## src/rtl/instr_encoder_loader.sv

```systemverilog
// instr_encoder_loader: packs field-level instruction requests into 16-bit words and loads them into imem
// Ports: clk, rst (sync, active-high); start re-arms from DONE; in_valid/in_ready/in_op/in_ra/in_rb/in_rc/
//   in_imm/in_last request stream; imem_we/imem_addr/imem_wdata registered write port; done, words,
//   err_range, err_ovf status. Define ENC_PAD_EN to HALT-fill imem above the program before done rises.
module instr_encoder_loader #(
  parameter int DEPTH = 256,
  parameter int AW = $clog2(DEPTH)
) (
  input  logic          clk,
  input  logic          rst,
  input  logic          start,
  input  logic          in_valid,
  output logic          in_ready,
  input  logic [2:0]    in_op,
  input  logic [2:0]    in_ra,
  input  logic [2:0]    in_rb,
  input  logic [2:0]    in_rc,
  input  logic [9:0]    in_imm,
  input  logic          in_last,
  output logic          imem_we,
  output logic [AW-1:0] imem_addr,
  output logic [15:0]   imem_wdata,
  output logic          done,
  output logic [AW:0]   words,
  output logic          err_range,
  output logic          err_ovf
);
  typedef enum logic [1:0] {
    RUN,
`ifdef ENC_PAD_EN
    PAD,
`endif
    DONE
  } state_t;
  localparam logic [AW-1:0] top_addr = AW'(DEPTH - 1);
  state_t state_q, state_d;
  logic [AW-1:0] ptr_q, ptr_d, addr_q, addr_d;
  logic [AW:0] words_q, words_d;
  logic [15:0] wdata_q, wdata_d, enc;
  logic we_q, we_d, rdy_q, rdy_d, done_q, done_d, erng_q, erng_d, eovf_q, eovf_d;
  logic rri, in_rng, acc;
  always_comb begin
    rri = in_op inside {3'd3, 3'd4, 3'd5};
    // fits in simm7 only when bits 9:6 are all copies of the simm7 sign bit
    in_rng = in_imm[9:6] == {4{in_imm[6]}};
    enc = in_op == 3'd6 ? 16'hC000 :
          in_op == 3'd7 ? 16'hE000 :
          in_op == 3'd2 ? {in_op, in_ra, in_imm} :
          rri ? {in_op, in_ra, in_rb, in_imm[6:0]} : {in_op, in_ra, in_rb, 4'b0, in_rc};
    acc = in_valid && rdy_q;
    state_d = state_q;
    ptr_d = ptr_q;
    words_d = words_q;
    we_d = 1'b0;
    addr_d = addr_q;
    wdata_d = wdata_q;
    done_d = 1'b0;
    erng_d = erng_q;
    eovf_d = eovf_q;
    case (state_q)
      RUN: if (acc) begin
        we_d = 1'b1;
        addr_d = ptr_q;
        wdata_d = enc;
        ptr_d = ptr_q + AW'(1);
        words_d = words_q + (AW+1)'(1);
        erng_d = erng_q || (rri && !in_rng);
        if (in_last) begin
`ifdef ENC_PAD_EN
          state_d = ptr_q != top_addr ? PAD : DONE;
`else
          state_d = DONE;
`endif
        end else if (ptr_q == top_addr) begin
          eovf_d = 1'b1;
          state_d = DONE;
        end
      end
`ifdef ENC_PAD_EN
      PAD: begin
        we_d = 1'b1;
        addr_d = ptr_q;
        wdata_d = 16'hE000;
        ptr_d = ptr_q + AW'(1);
        state_d = ptr_q == top_addr ? DONE : PAD;
      end
`endif
      DONE: begin
        // done is registered so it rises the cycle after the final write, never alongside it
        done_d = !start;
        if (start) begin
          state_d = RUN;
          ptr_d = '0;
          words_d = '0;
          erng_d = 1'b0;
          eovf_d = 1'b0;
        end
      end
      default: state_d = RUN;
    endcase
    rdy_d = state_d == RUN;
  end
  always_ff @(posedge clk) begin
    if (rst) begin
      state_q <= RUN;
      ptr_q <= '0;
      words_q <= '0;
      we_q <= 1'b0;
      addr_q <= '0;
      wdata_q <= '0;
      rdy_q <= 1'b0;
      done_q <= 1'b0;
      erng_q <= 1'b0;
      eovf_q <= 1'b0;
    end else begin
      state_q <= state_d;
      ptr_q <= ptr_d;
      words_q <= words_d;
      we_q <= we_d;
      addr_q <= addr_d;
      wdata_q <= wdata_d;
      rdy_q <= rdy_d;
      done_q <= done_d;
      erng_q <= erng_d;
      eovf_q <= eovf_d;
    end
  end
  assign in_ready = rdy_q;
  assign imem_we = we_q;
  assign imem_addr = addr_q;
  assign imem_wdata = wdata_q;
  assign done = done_q;
  assign words = words_q;
  assign err_range = erng_q;
  assign err_ovf = eovf_q;
endmodule

```

## config.mk

```make
export PLATFORM = sky130hd
export DESIGN_NAME = instr_encoder_loader
export DESIGN_NICKNAME = d
export VERILOG_FILES = /design/src/rtl/instr_encoder_loader.sv
export SDC_FILE = /design/constraint.sdc
export NUM_CORES = 1
export LEC_CHECK = 0
export CAP_MARGIN = 30
export CORE_ASPECT_RATIO = 0.75
export CORE_MARGIN = 2
export CORE_UTILIZATION = 38
export CTS_BUF_LIST = sky130_fd_sc_hd__clkbuf_8
export DETAILED_ROUTE_END_ITERATION = 10
export PLACE_DENSITY = 0.66
export SLEW_MARGIN = 20
export SYNTH_ARGS = -nofsm -noshare
export SYNTH_HDL_FRONTEND = slang
export SYNTH_SLANG_ARGS = --single-unit
```

## constraint.sdc

```tcl
create_clock -name clk -period 1.5 [get_ports clk]
set_clock_uncertainty 0.05 [all_clocks]
set_input_delay 0.3 -clock clk [delete_from_list [all_inputs] [get_ports clk]]
set_output_delay 0.3 -clock clk [all_outputs]
set_load 0.02 [all_outputs]
```

After elaboration in Yosys (flattened, before gate mapping)
Index checks and enable logic that the tools add are counted.
{"block": "classes", "add_sub_neg": 2, "n_eq_ne": 13, "n_mux": 23, "n_bitwise": 2, "reduce_logical": 14}
{"operator": "16-bit two-way mux", "count": 2}
{"operator": "9-bit two-way mux", "count": 2}
{"operator": "9-bit case mux with 2 select lines", "count": 1}
{"operator": "8-bit two-way mux", "count": 2}
{"operator": "8-bit case mux with 2 select lines", "count": 1}
{"operator": "3-bit == test, second input constant", "count": 4}
{"operator": "10-bit two-way mux", "count": 1}
{"operator": "9-bit by 1-bit adder with 9-bit output, second input constant", "count": 1}
{"operator": "8-bit by 1-bit adder with 8-bit output, second input constant", "count": 1}
{"operator": "8-bit == test, second input constant", "count": 1}
{"operator": "2-bit two-way mux", "count": 4}
{"operator": "2-bit != test, second input constant", "count": 4}
{"operator": "7-bit two-way mux", "count": 1}
{"operator": "3-bit by 2-bit == test with 1-bit output, second input constant", "count": 2}
{"operator": "1-bit two-way mux", "count": 6}
{"operator": "5-bit AND reduction", "count": 1}
{"operator": "2-bit logical NOT", "count": 2}
{"operator": "1-bit case mux with 2 select lines", "count": 2}
{"operator": "2-bit case mux with 2 select lines", "count": 1}
{"operator": "2-bit OR reduction", "count": 2}
{"operator": "3-bit == test", "count": 1}
{"operator": "3-bit AND reduction", "count": 1}
{"operator": "3-bit nonzero test", "count": 1}
{"operator": "2-bit by 1-bit == test with 1-bit output, second input constant", "count": 1}
{"operator": "6 further kinds", "count": 9}
{"block": "totals", "register_bits": 48, "input_bits": 27, "output_inout_bits": 38, "wordCells": 64}

Longest topological paths before layout
{"block": "logic_depth", "depth_word": 6, "ltp_mapped": 5, "mapped_depth_nobuf": 4}

Least setup slack after synthesis
No wires, ideal clock.
{"block": "synth_timing", "path_kind": "flip-flop to flip-flop", "startpoint": "register rdy_q, in the netlist in_ready", "endpoint": "register ptr_q[0]", "setup_time_ns": 0.079, "t_arrival_ns": 1.216, "required_time_ns": 1.371, "path_slack_ns": 0.154, "stages_incl_launch_ff": 6, "n_path_buf": 2, "synth_period_minus_slack_ns": 1.346, "cell_sequence": "dfxtp_1 -> nor4bb_1 -> buf_2 -> buf_6 -> nor2_1 -> a211oi_2"}
{"block": "synth_between", "elab_chain_cells": 3}
{"element": "start: declaration", "line_no": "40", "source": "logic we_q, we_d, rdy_q, rdy_d, done_q, done_d, erng_q, erng_d, eovf_q, eovf_d;"}
{"element": "start signal: assignment", "line_no": "122", "source": "rdy_q <= rdy_d;"}
{"element": "1-bit logical AND", "line_no": "50", "source": "acc = in_valid && rdy_q;"}
{"element": "2-bit != test (no source line)"}
{"element": "3-bit AND reduction (no source line)"}
{"element": "end signal: assignment", "line_no": "117", "source": "ptr_q <= ptr_d;"}
{"element": "end: declaration", "line_no": "37", "source": "logic [AW-1:0] ptr_q, ptr_d, addr_q, addr_d;"}
No other way between the ends.
A chain may end at the register's enable or synchronous reset.

Worst setup path after layout
{"block": "layout_timing", "startpoint": "register state_q[1]", "endpoint": "register wdata_q[11], in the netlist imem_wdata[11]"}
{"block": "layout_between", "elab_chain_cells": 2}
{"element": "start: declaration", "line_no": "36", "source": "state_t state_q, state_d;"}
{"element": "start signal: assignment", "line_no": "116", "source": "state_q <= state_d;"}
{"element": "2-bit logical NOT", "line_no": "60", "source": "case (state_q)"}
{"element": "2-bit AND reduction (no source line)"}
{"element": "end signal: assignment", "line_no": "121", "source": "wdata_q <= wdata_d;"}
{"element": "end: declaration", "line_no": "39", "source": "logic [15:0] wdata_q, wdata_d, enc;"}
No other way between the ends.

==> metrics.md <==
| Metric | Value |
|---|---|
| Status | complete, no violations |
| RR Endpoint | imem_wdata[11] |
| Reg2Reg Depth | 5 |
| Core Box Area | 5770 sq um |
| Synth Register Bits | 48 |
| Total CTS buffers | 5 |
| Total power | 2.44 mW |
| GRT Resource Usage Total | 17.8% |
| Die Wd | 92.6 um |
| Post-placement cell area | 3170 sq um |
| Post-layout minimum cycle time | 1.42 ns |
| N_diodes | 0 |
| Pwr Density | 749 nW/um^2 |
| Hold Startpoint | imem_wdata[15] |
| Vias | 2,145 |
| Worst hold path type | flip-flop to flip-flop |
| FMAX | 705 MHz |
| Final WL | 5670 um |
| PnR worst setup slack | 0.0812 ns |
| Kind of start point of the critical path | flip-flop |
| Row count | 24 |
| Yosys top cell area share | 42.9% |
| Peak supply drop | 0.000385 V |
| Clk_lat worst skew | 0.30 ns |
| Top post-synthesis cells by area | dfxtp_1, mux2i_1, nand3_1 |
| Mapped cell area | 2240 sq um |
| FILL cells | 556 |
| Root Buffer | clkbuf_8 |
| Hold-critical path depth | 2 |
| Max-cap violation count | 0 |
| Nets@finish | 365 |
| Syn_area_per_cell | 8.85 sq um |
| FF-to-FF setup slack | 0.08 ns |
| Clk slew on worst S/H paths | 0.09 ns |
| CTS max path bufs | 2 |
| Req. time, crit path | 1.69 ns |
| Antenna-violating nets left | 0 |
| # DRC | 0 |
| Ports | 65 |
| GRT overflow | 0 |
| DRT iter0 DRCs | 92 |
| Starting density of the core | 38.8% |
| H-Tree Depth | 2 |
| Yosys cell types | 37 |
| Pleak | 1.34 nW |
| Drt pass-1 iters | 4 |
| Final Hold Vio Count | 0 |
| Crit path kind | flip-flop to flip-flop |
| Post-synthesis sequential area ratio | 42.9% |
| Worst slack, placed | -0.299 ns |
| Synth warn | 0 |
| Die footprint | 6530 sq um |
| Final worst path period share | 94.6% |
| CTS tree | built |
| Worst-path fanout max | 16 |
| Sink Count | 48 |
| Critical Path AT | 1.61 ns |
| Initial antenna violation count | 0 |
| Hold EP | imem_wdata[15] |
| Most frequent cells in the layout | dfxtp_1, dlygate4sd2_1, nand2_1 |
| Max Slew Vio Count | 0 |
| Synth area leader | dfxtp_1 |
| Wirelength per Cell | 13.7 um |
| Critical Path Sink Type | flip-flop |
| Post-DP HPWL | 4060 um |
| Synthesized Nets | 282 |
| Vias/cell | 5.17 |
| Vias in the first global route | 1,993 |
| Gpl congestion | 0.761 |
| # port buffers | 64 |
| First-pass GRT wire length | 9350 um |
| Largest net degree at the start of global routing | 33 |
| Most common cell after layout, fill and taps aside | dfxtp_1 |
| Final setup viols | 0 |
| Worst R2R Start | state_q[1] |
| Fraction of layout cells with a size suffix above 1 | 16.0% |
| Final instance area | 3250 sq um |
| Cell count after synthesis | 253 |
| Die H | 70.5 um |
| RSZ-0062 raised after global routing | false |
| Layout area overhead | 45.2% |
timing repair:
action	CTS	global route
hold endpoints to repair	0	0
resized for setup	38	2
gates cloned	0	1
buffers inserted	0	1
pin swaps	0	1
hold buffers	0	0
endpoints found under the setup margin	38	4
report_power, final:
group / internal, mW / leakage (nW) / switching, mW
clock network: 0.331 / 0.0404 / 0.455
logic: 0.177 / 0.909 / 0.160
registers: 1.30 / 0.389 / 0.0169
total: 1.80 / 1.34 / 0.632
worst max-delay path by stage:
| stage | from | endpoint | depth (start not counted) |
|---|---|---|---|
| 2_1_floorplan | in_ready | ptr_q[0] | 5 |
| 3_3_place_gp | in_valid | imem_wdata[8] | 5 |
| 3_5_place_dp | in_valid | imem_wdata[8] | 5 |
| 4_1_cts | state_q[0] | imem_wdata[8] | 4 |
| 5_1_grt | state_q[1] | imem_wdata[15] | 5 |
| 6_report | state_q[1] | imem_wdata[11] | 5 |
Yosys cell counts:
cell / instances
nand3b_4: 1
nand3b_1: 13
a2bb2oi_1: 3
nand4bb_1: 1
o31ai_1: 2
and3b_1: 1
o2111a_1: 1
nor2b_1: 2
xor2_1: 1
nor3b_1: 1
a21oi_1: 27
nor2_1: 4
o21bai_1: 1
or2_2: 1
nand3_1: 36
buf_2: 5
conb_1: 1
a211oi_1: 2
inv_1: 2
o211ai_1: 1
and2_1: 1
dfxtp_1: 48
o21ai_1: 1
mux2i_1: 19
or4_1: 1
nand2_1: 37
nor3_1: 1
a211oi_2: 8
clkbuf_1: 8
nand4_1: 3
o21ai_0: 8
a21boi_1: 1
ha_1: 2
nor4bb_1: 1
nor3b_2: 1
buf_4: 5
buf_6: 2
kinds of logic (layout without fill, tap and decap cells):
family | after synthesis | after routing | synth area share, %
fa+ha+maj | 2 | 2 | 1.12
flops | 48 | 48 | 42.9
xor+xnor | 1 | 1 | 0.391
compound gates | 55 | 55 | 16.5
buf+inv | 22 | 106 | 5.47
simple gates | 105 | 105 | 24.9
mux | 19 | 19 | 8.49
other cells | 1 | 1 | 0.167
layer usage:
metal	part of all wire (%)	global-route usage, %	up-vias
met3	6.5	5.18	7
met4	0.85	3.92	0
met1	49	25.9	1005
li1	-	-	1079
met2	43	26.0	54
met5	0	0	-
per-stage QoR:
step	hold slack, ns	instances	setup TNS [ns]	util [%]
after floorplan	0.315	253	0	-
after global placement	0.393	405	-5.85	55.0
after detailed placement	0.399	405	-7.18	55.0
after CTS	0.411	413	0	55.8
after global routing	0.430	415	0	56.4
final	0.406	415	0	56.4
sequential cells by signal, indices dropped and copies added, names as in the netlist:
| signal | count |
|---|---|
| in_ready | 1 |
| ptr_q | 8 |
| state_q | 2 |
| imem_wdata | 16 |
| err_ovf | 1 |
| words | 9 |
| err_range | 1 |
| done | 1 |
| imem_addr | 8 |
| imem_we | 1 |
worst max-delay path, stage by stage, from the launching register on:
cell and delay (ns):
dfxtp_1 0.39, nor4bb_4 0.36, buf_4 0.19, clkbuf_16 0.16, nand3_1 0.08, a21oi_1 0.13
area by class of cell:
| type | count | area (sq um) | share of cell area [%] |
|---|---|---|---|
| Clock buffer | 5 | 68.8 | 2.12 |
| Inverter | 2 | 7.51 | 0.231 |
| Tap cell | 78 | 97.6 | 3.00 |
| Clock inverter | 3 | 23.8 | 0.731 |
| Multi-Input combinational cell | 183 | 1180 | 36.2 |
| Timing Repair Buffer | 96 | 916 | 28.2 |
| Sequential cell | 48 | 962 | 29.6 |
Note: power is estimated with default switching activity, not from simulation.
==> edit (config.mk and constraints unchanged) <==
Register the output `err_ovf` once more; this adds one clock of latency there. The other outputs are not delayed to match.
--- a/src/rtl/instr_encoder_loader.sv
+++ b/src/rtl/instr_encoder_loader.sv
@@ -133,5 +133,7 @@
   assign words = words_q;
   assign err_range = erng_q;
-  assign err_ovf = eovf_q;
+  always_ff @(posedge clk) begin
+    err_ovf <= eovf_q;
+  end
 endmodule
 
Formal check against the unedited RTL: no difference found for any inputs over 10 cycles, from zero or initial values and one cycle with rst high; that may be too few to reach the edited logic, so the function may still have changed.
==> edit against the original RTL <==
  * Synthesized area grew 0.89%
  * Largest cell class unchanged
  * Core utilization is 0.72 points higher
  * Largest power group unchanged
  * Critical endpoint is now imem_addr[6]$_SDFFE_PP0P_
  * Count of clock-buffer cells in the layout rose by 2
  * Sequential cell count is 1 higher
  * Routed wire length down 0.60%
  * Worst setup slack got worse by 14 ps
  * Design area rose by 1.3%
  * Power rose by 3.7%
==> edit: results <==
export IMPL_root_buffer="clkbuf_8"
export IMPL_vias=2142
export IMPL_synth_ff_type="dfxtp_1"
export IMPL_drtIter0Drc=132
export IMPL_drc=0
export IMPL_run_status="finished, final reports clean"
export IMPL_switching_share_pct=24.0
export IMPL_hp_class="register to register"
export IMPL_setup_violations_final=0
export IMPL_setup_tns_ps=0
export IMPL_r2r_setup_slack_ps=90
export IMPL_wl_per_cell_um=13.5
export IMPL_drt_pass1_iter_count=4
export IMPL_ys_warn_count=0
export IMPL_grt_max_degree=36
export IMPL_yosysSeqAreaShare_pct=43.4
export IMPL_fill_cells=547
export IMPL_n_antenna_cell=0
export IMPL_min_delay_start="eovf_q$_SDFFE_PP0P_"
export IMPL_clock_path_buffers=2
export IMPL_hold_end="err_ovf$_DFF_P_"
export IMPL_min_delay_path_depth=0
export IMPL_grt_util_all_layers_pct=17.4
export IMPL_largest_register_ffs=16
export IMPL_nets=368
export IMPL_worst_ir_drop_vdd_v=0.000506
export IMPL_rr_startpoint="state_q[1]$_SDFF_PP0_"
export IMPL_drive_gt1_share_pct=16.5
export IMPL_rr_worst_depth=4
export IMPL_leakage_uw=0.00136
export IMPL_rows=24
export IMPL_arrival_ps=1610
export IMPL_portBuffers=64
export IMPL_crit_type="input port to register"
export IMPL_syn_nets=283
export IMPL_synthTopCellsByArea="dfxtp_1, mux2i_1, nand3_1"
export IMPL_place_gp_congestion=0.775
export IMPL_crit_fanout=16
export IMPL_clock_latency_ps=290
export IMPL_r2r_end="words[7]$_SDFFE_PP0P_"
export IMPL_htree_levels=2
export IMPL_synth_commonest_cells="dfxtp_1, nand2_1, nand3_1"
export IMPL_async_flop_share_pct=0
export IMPL_path_clk_slew_ps=90
export IMPL_antenna_found_initial=0
export IMPL_dp_final_hpwl_mm=4.09
export IMPL_synthDistinctLibCells=37
export IMPL_grt_pass1_wl_mm=9.36
export IMPL_grt_pass1_vias=1962
export IMPL_cts_buffers=5
edit: how the worst max path moves through the flow:
stage / startpoint / to / slack [ps]
final: in_valid / imem_addr[6]$_SDFFE_PP0P_ / 70
after global routing: in_op[2] / imem_wdata[0]$_SDFFE_PP0P_ / 5
after CTS: state_q[0]$_SDFF_PP0_ / words[7]$_SDFFE_PP0P_ / 60
after detailed placement: in_valid / imem_wdata[7]$_SDFFE_PP0P_ / -260
after global placement: in_valid / imem_wdata[8]$_SDFFE_PP0P_ / -190
after floorplan: in_ready$_SDFF_PP0_ / ptr_q[0]$_SDFFE_PP0P_ / 150
edit: final cells by class:
type                       instances  area [µm²]  share of cell area [%]
sequential                        49         982                    29.8
clock buffer                       7        96.3                    2.93
inverter                           2        7.51                   0.228
multi-input combinational        183        1180                    35.7
timing repair buffer              98         928                    28.2
tap                               78        97.6                    2.96
clock inverter                     1        5.00                   0.152
edit: kinds of logic after synthesis:
group,after synthesis,synth area share [%]
DFF,49,43.4
buffers and inverters,22,5.43
adders and majority gates,2,1.11
other,1,0.166
AOI/OAI and AO/OA,55,16.4
and+or+nand+nor,105,24.7
muxes,19,8.42
xor gates and xnor gates,1,0.388
edit: power by group through the flow:
stage	sequential (µW)	clock, µW	combinational (µW)
4_1_cts	1340	868	331
3_5_place_dp	1370	0	345
5_1_grt	1350	926	367
3_3_place_gp	1370	0	339
6_report	1340	847	339
2_1_floorplan	1390	0	130
edit: metal layers:
| metal | up-vias | GRT usage (%) | wire, µm |
|---|---|---|---|
| met5 | - | 0 | 0 |
| met4 | 0 | 1.47 | 6 |
| met3 | 2 | 5.96 | 364 |
| met2 | 61 | 26.4 | 2520 |
| met1 | 1003 | 25.0 | 2750 |
| li1 | 1076 | - | - |
edit: critical path, stage by stage:
cell and delay (ps):
clkdlybuf4s50_1 500, nor4bb_4 280, buf_4 180, clkbuf_16 160, nand2_1 60, a21oi_1 120
edit: what timing repair did:
action,CTS,global route
endpoints found under the setup margin,38,4
buffers inserted,0,1
resized for setup,38,1
gates cloned,0,1
pin swaps,0,1
edit: through the flow:
stage          hold WS, ps  setup WS (ps)  power, µW  instances  area (µm²)
2_1_floorplan          302            154       1530        254        2260
3_3_place_gp           320           -189       1710        408        3210
3_5_place_dp           320           -256       1720        408        3210
4_1_cts                334           56.2       2540        416        3260
5_1_grt                343           5.29       2640        418        3290
6_report               331           66.8       2530        418        3290
